`config.mk`:
```
export PLATFORM = sky130hd
export DESIGN_NAME = ad7476a_sample_averager
export DESIGN_NICKNAME = d
export VERILOG_FILES = /design/src/rtl/ad7476a_sample_averager.sv
export SDC_FILE = /design/constraint.sdc
export NUM_CORES = 1
export LEC_CHECK = 0
export BUFFER_PORTS_ARGS = -buffer_cell sky130_fd_sc_hd__buf_2
export CAP_MARGIN = 40
export CELL_PAD_IN_SITES_DETAIL_PLACEMENT = 0
export CELL_PAD_IN_SITES_GLOBAL_PLACEMENT = 1
export CORE_UTILIZATION = 40
export CTS_CLUSTER_SIZE = 20
export DETAILED_ROUTE_END_ITERATION = 10
export HOLD_SLACK_MARGIN = 0.1
export PLACE_DENSITY = 0.84
export REMOVE_ABC_BUFFERS = 1
export SLEW_MARGIN = 10
export SYNTH_ARGS = -nofsm -noshare
export SYNTH_HDL_FRONTEND = slang
export SYNTH_SLANG_ARGS = --single-unit
```
`constraint.sdc`:
```
create_clock -name clk_i -period 5.3 [get_ports clk_i]
set_clock_uncertainty 0.05 [all_clocks]
set_input_delay 0.53 -clock clk_i [delete_from_list [all_inputs] [get_ports clk_i]]
set_output_delay 0.53 -clock clk_i [all_outputs]
set_load 0.05 [all_outputs]
```
`src/rtl/ad7476a_sample_averager.sv`:
```
// Windowed averager for AD7476A samples: accumulates 2^LOG2_AVG samples and
// emits rounded mean, minimum and maximum through a valid/ready register.
module ad7476a_sample_averager #(
  parameter int unsigned DATA_WIDTH = 12,
  parameter int unsigned LOG2_AVG   = 4
) (
  input  logic                  clk_i,
  input  logic                  rst_i,
  input  logic [DATA_WIDTH-1:0] sample_i,
  input  logic                  sample_valid_i,
  input  logic                  clear_i,
  output logic [DATA_WIDTH-1:0] avg_o,
  output logic [DATA_WIDTH-1:0] min_o,
  output logic [DATA_WIDTH-1:0] max_o,
  output logic                  valid_o,
  input  logic                  ready_i,
  output logic                  overrun_o
);

  localparam int unsigned ACC_W = DATA_WIDTH + LOG2_AVG;
  localparam logic [ACC_W-1:0] ROUND = ACC_W'((1 << LOG2_AVG) >> 1);

  typedef enum logic {
    OUT_EMPTY = 1'b0,
    OUT_FULL  = 1'b1
  } out_state_e;

  out_state_e            out_state_q;
  logic [ACC_W-1:0]      acc_q;
  logic [DATA_WIDTH-1:0] run_min_q;
  logic [DATA_WIDTH-1:0] run_max_q;

  logic                  win_last_c;
  logic                  accept_c;
  logic                  win_done_c;
  logic [ACC_W-1:0]      acc_next_c;
  logic [ACC_W-1:0]      sum_rnd_c;
  logic [DATA_WIDTH-1:0] avg_c;
  logic [DATA_WIDTH-1:0] min_next_c;
  logic [DATA_WIDTH-1:0] max_next_c;

  // Position within the window; with a window of one every sample is the last.
  if (LOG2_AVG > 0) begin : g_cnt
    logic [LOG2_AVG-1:0] cnt_q;

    always_ff @(posedge clk_i) begin
      if (rst_i || clear_i) begin
        cnt_q <= '0;
      end else if (sample_valid_i) begin
        cnt_q <= cnt_q + LOG2_AVG'(1);
      end
    end

    assign win_last_c = (cnt_q == {LOG2_AVG{1'b1}});
  end else begin : g_nocnt
    assign win_last_c = 1'b1;
  end

  // Next accumulator and extrema include the incoming sample so the
  // completing sample is part of its own window result.
  always_comb begin
    accept_c   = sample_valid_i && !clear_i;
    win_done_c = accept_c && win_last_c;
    acc_next_c = acc_q + ACC_W'(sample_i);
    sum_rnd_c  = acc_next_c + ROUND;
    avg_c      = DATA_WIDTH'(sum_rnd_c >> LOG2_AVG);
    min_next_c = (sample_i < run_min_q) ? sample_i : run_min_q;
    max_next_c = (sample_i > run_max_q) ? sample_i : run_max_q;
  end

  // Window accumulation state.
  always_ff @(posedge clk_i) begin
    if (rst_i || clear_i || win_done_c) begin
      acc_q     <= '0;
      run_min_q <= '1;
      run_max_q <= '0;
    end else if (accept_c) begin
      acc_q     <= acc_next_c;
      run_min_q <= min_next_c;
      run_max_q <= max_next_c;
    end
  end

  // Result register: loads when empty or being drained, otherwise the new
  // result is dropped and the overrun flag latches.
  always_ff @(posedge clk_i) begin
    if (rst_i) begin
      out_state_q <= OUT_EMPTY;
      avg_o       <= '0;
      min_o       <= '0;
      max_o       <= '0;
      overrun_o   <= 1'b0;
    end else begin
      if (clear_i) begin
        overrun_o <= 1'b0;
      end
      case (out_state_q)
        OUT_EMPTY: begin
          if (win_done_c) begin
            out_state_q <= OUT_FULL;
            avg_o       <= avg_c;
            min_o       <= min_next_c;
            max_o       <= max_next_c;
          end
        end
        OUT_FULL: begin
          if (win_done_c) begin
            if (ready_i) begin
              avg_o <= avg_c;
              min_o <= min_next_c;
              max_o <= max_next_c;
            end else begin
              overrun_o <= 1'b1;
            end
          end else if (ready_i) begin
            out_state_q <= OUT_EMPTY;
          end
        end
        default: out_state_q <= OUT_EMPTY;
      endcase
    end
  end

  assign valid_o = (out_state_q == OUT_FULL);

endmodule

```
After elaboration in Yosys (flattened, before gate mapping) --
Cells that the tools add are included.
Word-level totals: bits in registers 82, output and inout port bits 38
Operators by class: add/subtract/negate cells 3, magnitude comparators 2, equal/unequal tests 4, multiplexer cells 22, bitwise logic cells 1, reductions and logical operators 6
Operators with widths (number):
- 2-to-1 mux 12 bit | 11
- case mux 12 bit (2 select lines) | 3
- adder 16 x 12 -> 16 bit | 1
- adder 16 x 4 -> 16 bit, second input constant | 1
- > comparator 12 bit | 1
- less-than comparator 12 bit | 1
- 2-to-1 mux 1 bit | 7
- adder 4 x 1 -> 4 bit, second input constant | 1
- equality test 4 bit, second input constant | 1
- inequality test 2 bit, second input constant | 2
- AND reduction 3 bit | 1
- logical AND 1 bit | 2
- logical OR 1 bit | 2
- inequality test 2 x 1 -> 1 bit, second input constant | 1
- case mux 1 bit (2 select lines) | 1
- logical NOT 1 bit | 1
- NOT 1 bit | 1

Logic depth before layout (Yosys ltp) --
Gate-level depths: netlist of run 1.
word-level depth 5, depth in mapped cells 12

Worst setup path before layout of run 1 --
OpenSTA, ideal clock, no wires.
path kind input-to-reg, from in sample_i[0], to reg avg_o[11], arrival 2.761 ns, required time 5.133 ns, slack 2.372 ns, stages 12, buffers on the path 0, path through ha_1 > inv_1 > fa_1 > nand2b_1 > a21oi_1 > xor2_1 > ha_1 > nand2_1 > or2_1 > nor4_2 > nand4_1 > a32o_1
On the way: cells in the longest elaborated chain, start to end 5
Ends and longest elaborated chain:
- start: declaration | RTL line 9 | input logic [DATA_WIDTH-1:0] sample_i,
- adder 16 x 12 -> 16 bit (*) | RTL line 64 | acc_next_c = acc_q + ACC_W'(sample_i);
- net acc_next_c[4] | RTL line 36 | logic [ACC_W-1:0] acc_next_c;
- adder 16 x 4 -> 16 bit (*) | RTL line 65 | sum_rnd_c = acc_next_c + ROUND;
- 2-to-1 mux 12 bit | RTL line 108 | if (ready_i) begin
- 2-to-1 mux 12 bit | RTL line 107 | if (win_done_c) begin
- case mux 12 bit (2 select lines) (*) | RTL line 97 | case (out_state_q)
- end signal: assignment | RTL line 101 | avg_o <= avg_c;
- end signal: assignment | RTL line 109 | avg_o <= avg_c;
- end: declaration | RTL line 12 | output logic [DATA_WIDTH-1:0] avg_o,
The timed path passes the listed nets; every way through them passes the cells marked *. The select of a mux whose other input is x is not followed. A chain may end at the register's enable or synchronous reset.

Final worst setup path of run 1 --
Ends and elaborated chain as after synthesis.

==> results.txt, run 1 <==
For the number of endpoints failing setup at the final stage, the log shows 0. CTS saw 82 sinks. The floorplan step defined a die boundary enclosing 12240 µm². The total standard cell area after synthesis is 4720 µm².

Summing all flip-flop and latch instances after layout gives 1642 µm². The worst path uses 57.57% of the clock period. At the later pin of the worst-skew pair, clock insertion delay measures 0.33 ns.

The run gives 0 as the total of hold buffers inserted after clock tree synthesis. Number of nets in the layout: 665. The run gives 0 as the number of antenna violations at the first check in global routing. The run finished with clean final reports. Counting every instance in the synthesized netlist gives 570. The final-report hold violation count is 0. Number of optimization iterations in the first detailed-route pass: 5.

Clock tree synthesis inserted a total of 9 buffers. TritonCTS built the clock tree. In the final layout, the multi-input gates occupy 2818 µm².

Summed over all failing endpoints, the final setup total negative slack is 0 ns. The share of synthesized registers carrying an async set or reset came out at 0%. The tools report the number of H-tree levels as 3.

The tools report the number of max-cap violations as 0. Once the clock tree was built, the resizer swapped 0 gates to a different size. At the pin with the least slew margin, the transition time is 0.8002 ns.

Dividing the detail-routed wire length by the instance count gives 14.11 µm. The tools report the final number of max-transition violations as 0. The initial core utilization came out at 41.16%. Element type at the critical path start: an input port. 0 antenna diodes ended up in the layout. Data on the critical path is required at its endpoint by 5.47 ns. The layout overhead on the synthesized area was 14.63%; the number of synthesized flops with an enable pin was 0. Averaged over all synthesized cells, the footprint is 8.280 µm². During I/O placement, the number of pins put on the boundary was 55. The detail route stage leaves a number of antenna-violating nets equal to 0. The worst pin sits at a relative slew slack of 46.50%. The commonest cells after synthesis are 88 x nor2_1, 82 x dfxtp_1, 63 x a21oi_1, 40 x nand2_1, 37 x ha_1.

The most used flip-flop cell after synthesis is dfxtp_1. For the number of distinct standard cells referenced by the synthesized netlist, the log shows 56. The power per unit of standard cell area is 265.8 nW/µm², and the cell leakage power is 0.002250 µW.

Class of the worst hold path: reg2reg. The logs give 7824 µm for the HPWL after detailed placement and 0 for the number of setup buffers added after CTS. For the total number of yosys warnings, the log shows 0. nor2_1 is the most common cell in the netlist. Counting along the longest clock path gives a buffer depth of 2. The filler cells instantiated in the layout total 1136. The post-route netlist has 15.77% of its cells at a drive strength greater than 1. Critical path class: in2reg. The run gives 18370 µm as the global-route wire length before repair. By area the synthesized netlist is led by dfxtp_1 35%, ha_1 9.8%, nor2_1 7.0%, a21oi_1 6.7%, a211oi_1 5.6%.

For the post-detailed-route DRC marker count, the log shows 0. Data arrives at the worst endpoint at 3.23 ns. The tree is rooted in a clkbuf_16. The logs give 327.7 MHz for the fmax and 10690 µm for the routed wire length. The via count of the first global-routing pass was 3817; the final weighted congestion of routability-driven global placement was 0.8154. The largest net degree at the start of global routing is 46, and the total vias in the final route is 4064.

STA classifies the critical path endpoint as a flip-flop. The final core utilization is 47.18%. Across every metal layer, demand over resource in global routing totals 18.33%. For the number of rows in the core area, the log shows 39. In this run the worst path has a maximum fanout of 6. On the final layout, the worst hold slack is 0.4116 ns. Setup repair after global routing left no endpoint under its margin. After floorplanning, the core was sized to cover 11470 µm².

Of the synthesized area, sequential elements account for 34.78%. Synthesis inferred 82 register bits. Global routing finished with a remaining overflow of 0.

Of all cell types, the one taking the most synthesized area is dfxtp_1. Dividing the detail-routed via count by the number of cells gives 5.361. After clock tree synthesis, the clock-pin slew on the worst setup and hold paths is 0.06 ns. The fraction of synthesized cell area taken by the top area cell type is 34.78%, and the die outline width is 110.6 µm. The detailed router finished its first iteration with 221 violations. The floorplan step set the die height to 110.6 µm. The quantity of I/O buffers inserted on ports came out at 54. The worst ir drop on vdd was 0.2062 mV. Final critical path time including I/O delays and setup: 3.051 ns.
[stage by stage]
step	area (µm²)	power (µW)	worst slack [ns]	cells
after floorplan	4559	761.9	1.404	538
after global placement	5062	816.5	2.032	740
after detailed placement	5105	820.3	1.940	742
after CTS	5410	1460	2.266	758
after global routing	5410	1509	2.059	758
final	5410	1438	2.249	758
[routing by layer]
metal  GRT usage (%)  part of all wire, %  vias to the layer above
li1                -                    -                     2098
met5               0                    0                        -
met1           23.53                   49                     1880
met2           31.39                   47                       75
met4           4.622                  1.1                        0
met3           3.568                  3.2                       11
[logic make-up after synthesis]
| logic type | after synthesis | share of synthesized area, % |
|---|---|---|
| xor gates and xnor gates | 22 | 4.560 |
| and+or+nand+nor | 188 | 17.92 |
| buffers and inverters | 63 | 5.858 |
| adders and majority gates | 38 | 10.23 |
| muxes | 24 | 5.090 |
| AOI/OAI and AO/OA | 153 | 21.55 |
| DFF | 82 | 34.78 |
[cell usage in the layout (no fill, tap or decap), types with 3 or more instances in the layout]
cell type and count:
nand2b_1 4, or3_1 3, xor2_1 11, nand2_1 40, nand4_1 12, o21ai_0 8, a211o_1 3, nor3_1 14
buf_2 54, buf_4 5, nand3_1 9, dfxtp_1 82, o21ai_1 3, mux2i_1 24, a211oi_1 35, clkinvlp_4 3
a21oi_1 63, ha_1 37, clkbuf_16 9, a21o_1 9, inv_1 31, nor2_1 87, o211ai_1 5, xnor2_1 8
nor2b_1 3, o21a_1 5
[worst paths after layout]
check,startpoint,endpoint,slack [ns],depth (start not counted)
max reg2reg,acc_q[0],avg_o[11],2.29,12
min,acc_q[3],acc_q[3],0.41,2
min reg2reg,acc_q[3],acc_q[3],0.41,2
max,sample_i[0],avg_o[11],2.25,13
[area by class of cell]
cell class	count	area share (%)
clock buffers	10	4.417
inverters	31	2.151
clock inverters	6	1.226
well taps	143	3.307
repair buffers	61	6.475
multi-input cells	425	52.08
flip-flops and latches	82	30.34
[registers in the layout (all words and copies together), names as in the netlist]
register,count
acc_q,16
run_max_q,12
max_o,12
min_o,12
g_cnt.cnt_q,4
overrun_o,1
avg_o,12
valid_o,1
run_min_q,12
[report_power, final]
| part | internal, µW | total, µW | switching [µW] |
|---|---|---|---|
| clock network | 378 | 630 | 253 |
| registers | 624 | 628 | 4.54 |
| logic | 65.9 | 180 | 114 |
[critical path, cell delays in order]
cell and delay [ns]:
buf_2 0.15, ha_1 0.24, inv_1 0.07, fa_1 0.38
nand2b_1 0.22, a21oi_1 0.18, xor2_1 0.27, ha_1 0.23
nand2_1 0.09, or2_1 0.27, nor4_2 0.21, nand4_1 0.13
a32o_1 0.26
Power figures use the tool's default switching activity.
==> inputs of run 2 (changes only) <==
--- a/config.mk
+++ b/config.mk
@@ -5,6 +5,7 @@
 export SDC_FILE = /design/constraint.sdc
 export NUM_CORES = 1
 export LEC_CHECK = 0
+export ABC_AREA = 1
 export BUFFER_PORTS_ARGS = -buffer_cell sky130_fd_sc_hd__buf_2
 export CAP_MARGIN = 40
 export CELL_PAD_IN_SITES_DETAIL_PLACEMENT = 0
@@ -13,7 +14,7 @@
 export CTS_CLUSTER_SIZE = 20
 export DETAILED_ROUTE_END_ITERATION = 10
 export HOLD_SLACK_MARGIN = 0.1
-export PLACE_DENSITY = 0.84
+export PLACE_DENSITY = 0.87
 export REMOVE_ABC_BUFFERS = 1
 export SLEW_MARGIN = 10
 export SYNTH_ARGS = -nofsm -noshare
==> constraint.sdc (replaced) <==
create_clock -name clk_i -period 3.1 [get_ports clk_i]
set_clock_uncertainty 0.05 [all_clocks]
set_input_delay 0.31 -clock clk_i [delete_from_list [all_inputs] [get_ports clk_i]]
set_output_delay 0.31 -clock clk_i [all_outputs]
set_load 0.05 [all_outputs]
==> results.txt, run 2 <==
The flow ran to the end, and the final reports show no timing, DRC or antenna violations. The delay contributed by the slowest stage of the critical path was 0.38 ns (about the same); the xor and xnor area share after synthesis was 0.8505% (-3.7 points). The top fanout value on the critical path was 5 (-1). Share of total power in sequential cells: 44.0% (+0.3 points). Sorting the synthesized cells by area gives the leading types as dfxtp_1 32%, nand2_1 12%, inv_1 11%, ha_1 9.0%, o21ai_0 7.8%. Transition time at the pin with the least slew margin: 0.7782 ns (-0.02201 ns). For the post-route setup TNS, the log shows 0 ns (unchanged). The post-synthesis mux area share came out at 0% (-5.1 points). The area growth from synthesis to layout is 13.83%. Total vias in the final route: 4676 (+15%). The tools report the startpoint of the worst-slack reg-to-reg timing path as acc_q[0]. The largest total area in the synthesized netlist belongs to dfxtp_1. The logs give 0 (unchanged) for the quantity of gates resized following cts and 4460 (+17%) for the via count of the first global-routing pass.

In this run the worst hold path is classified as in2reg. The clock latency at the later pin of the worst-skew pair was 0.35 ns (+0.02 ns); the count of nets left with antenna violations after detail routing was 0 (unchanged). The TritonCTS buffer count is 9 (unchanged), and the internal power is 1764 µW (+65%).

Setup repair after global routing left no endpoint under its margin. The number of H-tree levels was 3 (unchanged); the cell leakage power was 0.003205 µW (+42%). The final-report hold violation count was 0 (unchanged); the number of top-level pins was 55 (unchanged). In this run the worst setup path begins at acc_q[0].

The total standard cell area after synthesis is 5149 µm² (+9.1%), and the global-route wire length before repair is 20960 µm (+14%). Routed wire length: 12170 µm (+14%). For the final hold slack, the log shows 0.2003 ns (-0.2113 ns). Traced cell by cell, the critical path runs through ha_1 > inv_1 > fa_1 > inv_1 > nand3_1 > nand2_2 > xor2_1 > ha_1 > nand2_1 > nor2_4 > nand2_2 > nor2_4 > nand3_1 > nand2_1 > nand2_1 > a21oi_1. The most numerous cell in the Yosys netlist is nand2_1.

Mean number of vias per cell: 4.723 (-12%). The worst ir drop on vdd is 0.2386 mV (+16%). The number of synthesized flops with an enable pin was 0 (unchanged); the total number of yosys warnings was 0 (unchanged). The total power is 2458 µW (+71%). The tools report the initial detailed-routing violation count as 192 (-13%). The flip-flop count of the largest register after layout came out at 16 (unchanged).

The tools report the layout filler cell count as 1339 (+18%). Post-detailed-route DRC marker count: 0 (unchanged). Initial core utilization: 40.97% (-0.19 points). The run gives 0 (unchanged) as the number of max-cap violations.

The tools report the endpoint class of the critical path as a flip-flop. TritonCTS built the clock tree. Simple-gate area share of the yosys netlist: 23.26% (+5.3 points). The logs give 3.33 ns (-2.14 ns) for the worst path required time and 5861 µm² (+8.3%) for the area of all placed cells without fillers.

The wire length per cell came out at 12.30 µm (-13%). The run gives 48.06% (+1.6 points) as the headroom to the max-slew limit. The library cells used most frequently in the layout, excluding fill and tap cells, are 171 x nand2_1, 154 x inv_1, 82 x dfxtp_1. The logs give 44 (-4.3%) for the largest net degree at the start of global routing and 13330 µm² (+8.9%) for the full die area. The die outline width is 115.5 µm (+4.4%), and the power spent charging and discharging nets is 694.1 µW (+87%). The number of optimization iterations in the first detailed-route pass was 4 (-1). The run gives 0 (unchanged) as the number of diodes.

Register bank with the most flops: acc_q. The logs give 82 (unchanged) for the number of sinks on the clock net and 1 (+1) for the total of hold buffers inserted after clock tree synthesis. Cell count after synthesis: 767 (+35%). For the number of endpoints failing setup at the final stage, the log shows 0 (unchanged). The cell sitting at the root of the clock tree is a clkbuf_16. The total of flip-flops plus latches after synthesis is 82 (unchanged).

The commonest register cell after synthesis is dfxtp_1. The ratio of cells with drive above 1 in the final layout was 12.22% (-3.5 points); the y dimension of the die was 115.5 µm (+4.4%). The cell that appears most often on the critical path is nand2_1.

Sorting the synthesized cells by how often they occur yields 171 x nand2_1, 154 x inv_1, 82 x dfxtp_1, 80 x o21ai_0, 41 x a21oi_1. By area, the combinational part of the netlist is dominated by simple AND/OR/NAND/NOR gates. Element type at the critical path start: a flip-flop.

The number of distinct standard cells referenced by the synthesized netlist is 35 (-38%), and the number of rows in the core area is 41 (+5.1%). The number of nets in the layout was 869 (+31%); the final weighted congestion of routability-driven global placement was 0.8076 (-0.96%). For the final number of max-transition violations, the log shows 0 (unchanged).

The logs give 0 (unchanged) for the number of antenna violations at the first check in global routing and 31.88% (-2.9 points) for the post-synthesis sequential area ratio. The quantity of I/O buffers inserted on ports is 54 (unchanged), and the area of the core is 12570 µm² (+9.6%). The fraction of synthesized cell area taken by the top area cell type is 31.88% (-2.9 points), and the fraction of the cycle the final worst path needs is 83.92%. The post-synthesis adder-cell area fraction works out to 9.380% (-0.85 points).

Leaving out fill and tap cells, the most frequent cell in the layout is nand2_1. The final critical path time including I/O delays and setup is 2.601 ns, and the total congestion overflow after global routing is 0 (unchanged). The post-synthesis compound-gate area fraction was 20.70% (-0.85 points); the clock slew seen by the registers of the worst setup and hold paths was 0.06 ns (about the same). The tools report the post-placement cell area as 5570 µm² (+9.1%). Source of the worst hold timing path: sample_valid_i. The largest individual stage delay along the critical path comes from the cell fa_1. The logs give 20.14% (+1.8 points) for the total routing resource utilization after global routing and 2.83 ns (-0.40 ns) for the data arrival time of the critical path. The relative contribution of combinational cells to total power came out at 14.2% (+1.7 points). The critical path class was reg2reg. The proportion of power drawn by the clock network came out at 41.8% (-2.0 points). The share of synthesized registers carrying an async set or reset was 0% (unchanged).

Fraction of power spent switching nets: 28.24% (+2.4 points). The logs give 2 (unchanged) for the maximum clock insertion buffer count and 8870 µm (+13%) for the HPWL after detailed placement. The average instance area after synthesis came out at 6.713 µm² (-19%). The run gives 384.4 MHz as the fmax. The number of setup buffers added after CTS is 0 (unchanged), and the power per unit of standard cell area is 419.4 nW/µm² (+58%).
[run 2: cell count changes after synthesis, sizes merged, moves of 10 or more]
cell | previous run | this run
nand3 | 9 | 34
o211ai | 6 | 22
mux2i | 24 | 0
xnor2 | 10 | 0
nand2 | 40 | 177
a211oi | 37 | 1
o21ai | 13 | 80
o21bai | 2 | 27
inv | 31 | 159
nor2 | 88 | 44
a21oi | 65 | 42
[run 2: per-layer routing]
metal | track usage (%) | vias up | routed length, µm
met4 | 6.320 | 0 | 174
met2 | 33.57 | 63 | 5482
li1 | - | 2540 | -
met1 | 26.09 | 2057 | 6113
met5 | 0 | - | 0
met3 | 4.132 | 16 | 403
[run 2: power groups by stage]
stage | registers [µW] | clock network [µW] | logic [µW]
finish | 1080 | 1030 | 349
global route | 1080 | 1100 | 404
CTS | 1080 | 1060 | 351
detailed placement | 1110 | 0 | 348
global placement | 1110 | 0 | 348
floorplan | 1100 | 0 | 242
[run 2: cell type report]
cell class                      count  area, µm²  area share, %
Sequential cell                    82       1642          28.01
Multi-Input combinational cell    499       2790          47.61
Clock inverter                      4      27.53         0.4697
Tap cell                          172      215.2          3.672
Inverter                          160      600.6          10.25
Timing Repair Buffer               62      332.8          5.679
Clock buffer                       11      252.7          4.313
[run 2: metrics by stage]
step	worst slack, ns	util [%]	instances
after global routing	0.2129	46.63	990
after detailed placement	0.3975	44.32	974
final	0.4986	46.63	990
after CTS	0.4872	46.63	990
after floorplan	0.4162	-	741
after global placement	0.4614	44.32	974
[run 2: final timing paths]
check                   endpoint  slack (ns)  cells after the start
setup / recovery       avg_o[11]        0.50                     16
hold / removal    g_cnt.cnt_q[1]        0.20                      3
setup reg to reg       avg_o[11]        0.50                     16
hold reg to reg         acc_q[0]        0.42                      2
[run 2: cells by family (layout without fill, tap and decap cells)]
kind of cell,Yosys count,after routing
AND/OR/NAND/NOR,274,274
adder cells (fa/ha/maj),38,38
AO/OA/AOI/OAI,182,182
XOR/XNOR,5,5
buffers and inverters,186,237
flip-flops,82,82
[run 2: worst max-delay path: cells and delay by family (launching register included)]
kind / cells / cell delay, ns
buffers and inverters: 2 / 0.17
DFF: 1 / 0.33
AOI/OAI and AO/OA: 1 / 0.10
xor gates and xnor gates: 1 / 0.24
and+or+nand+nor: 9 / 0.84
adders and majority gates: 3 / 0.79
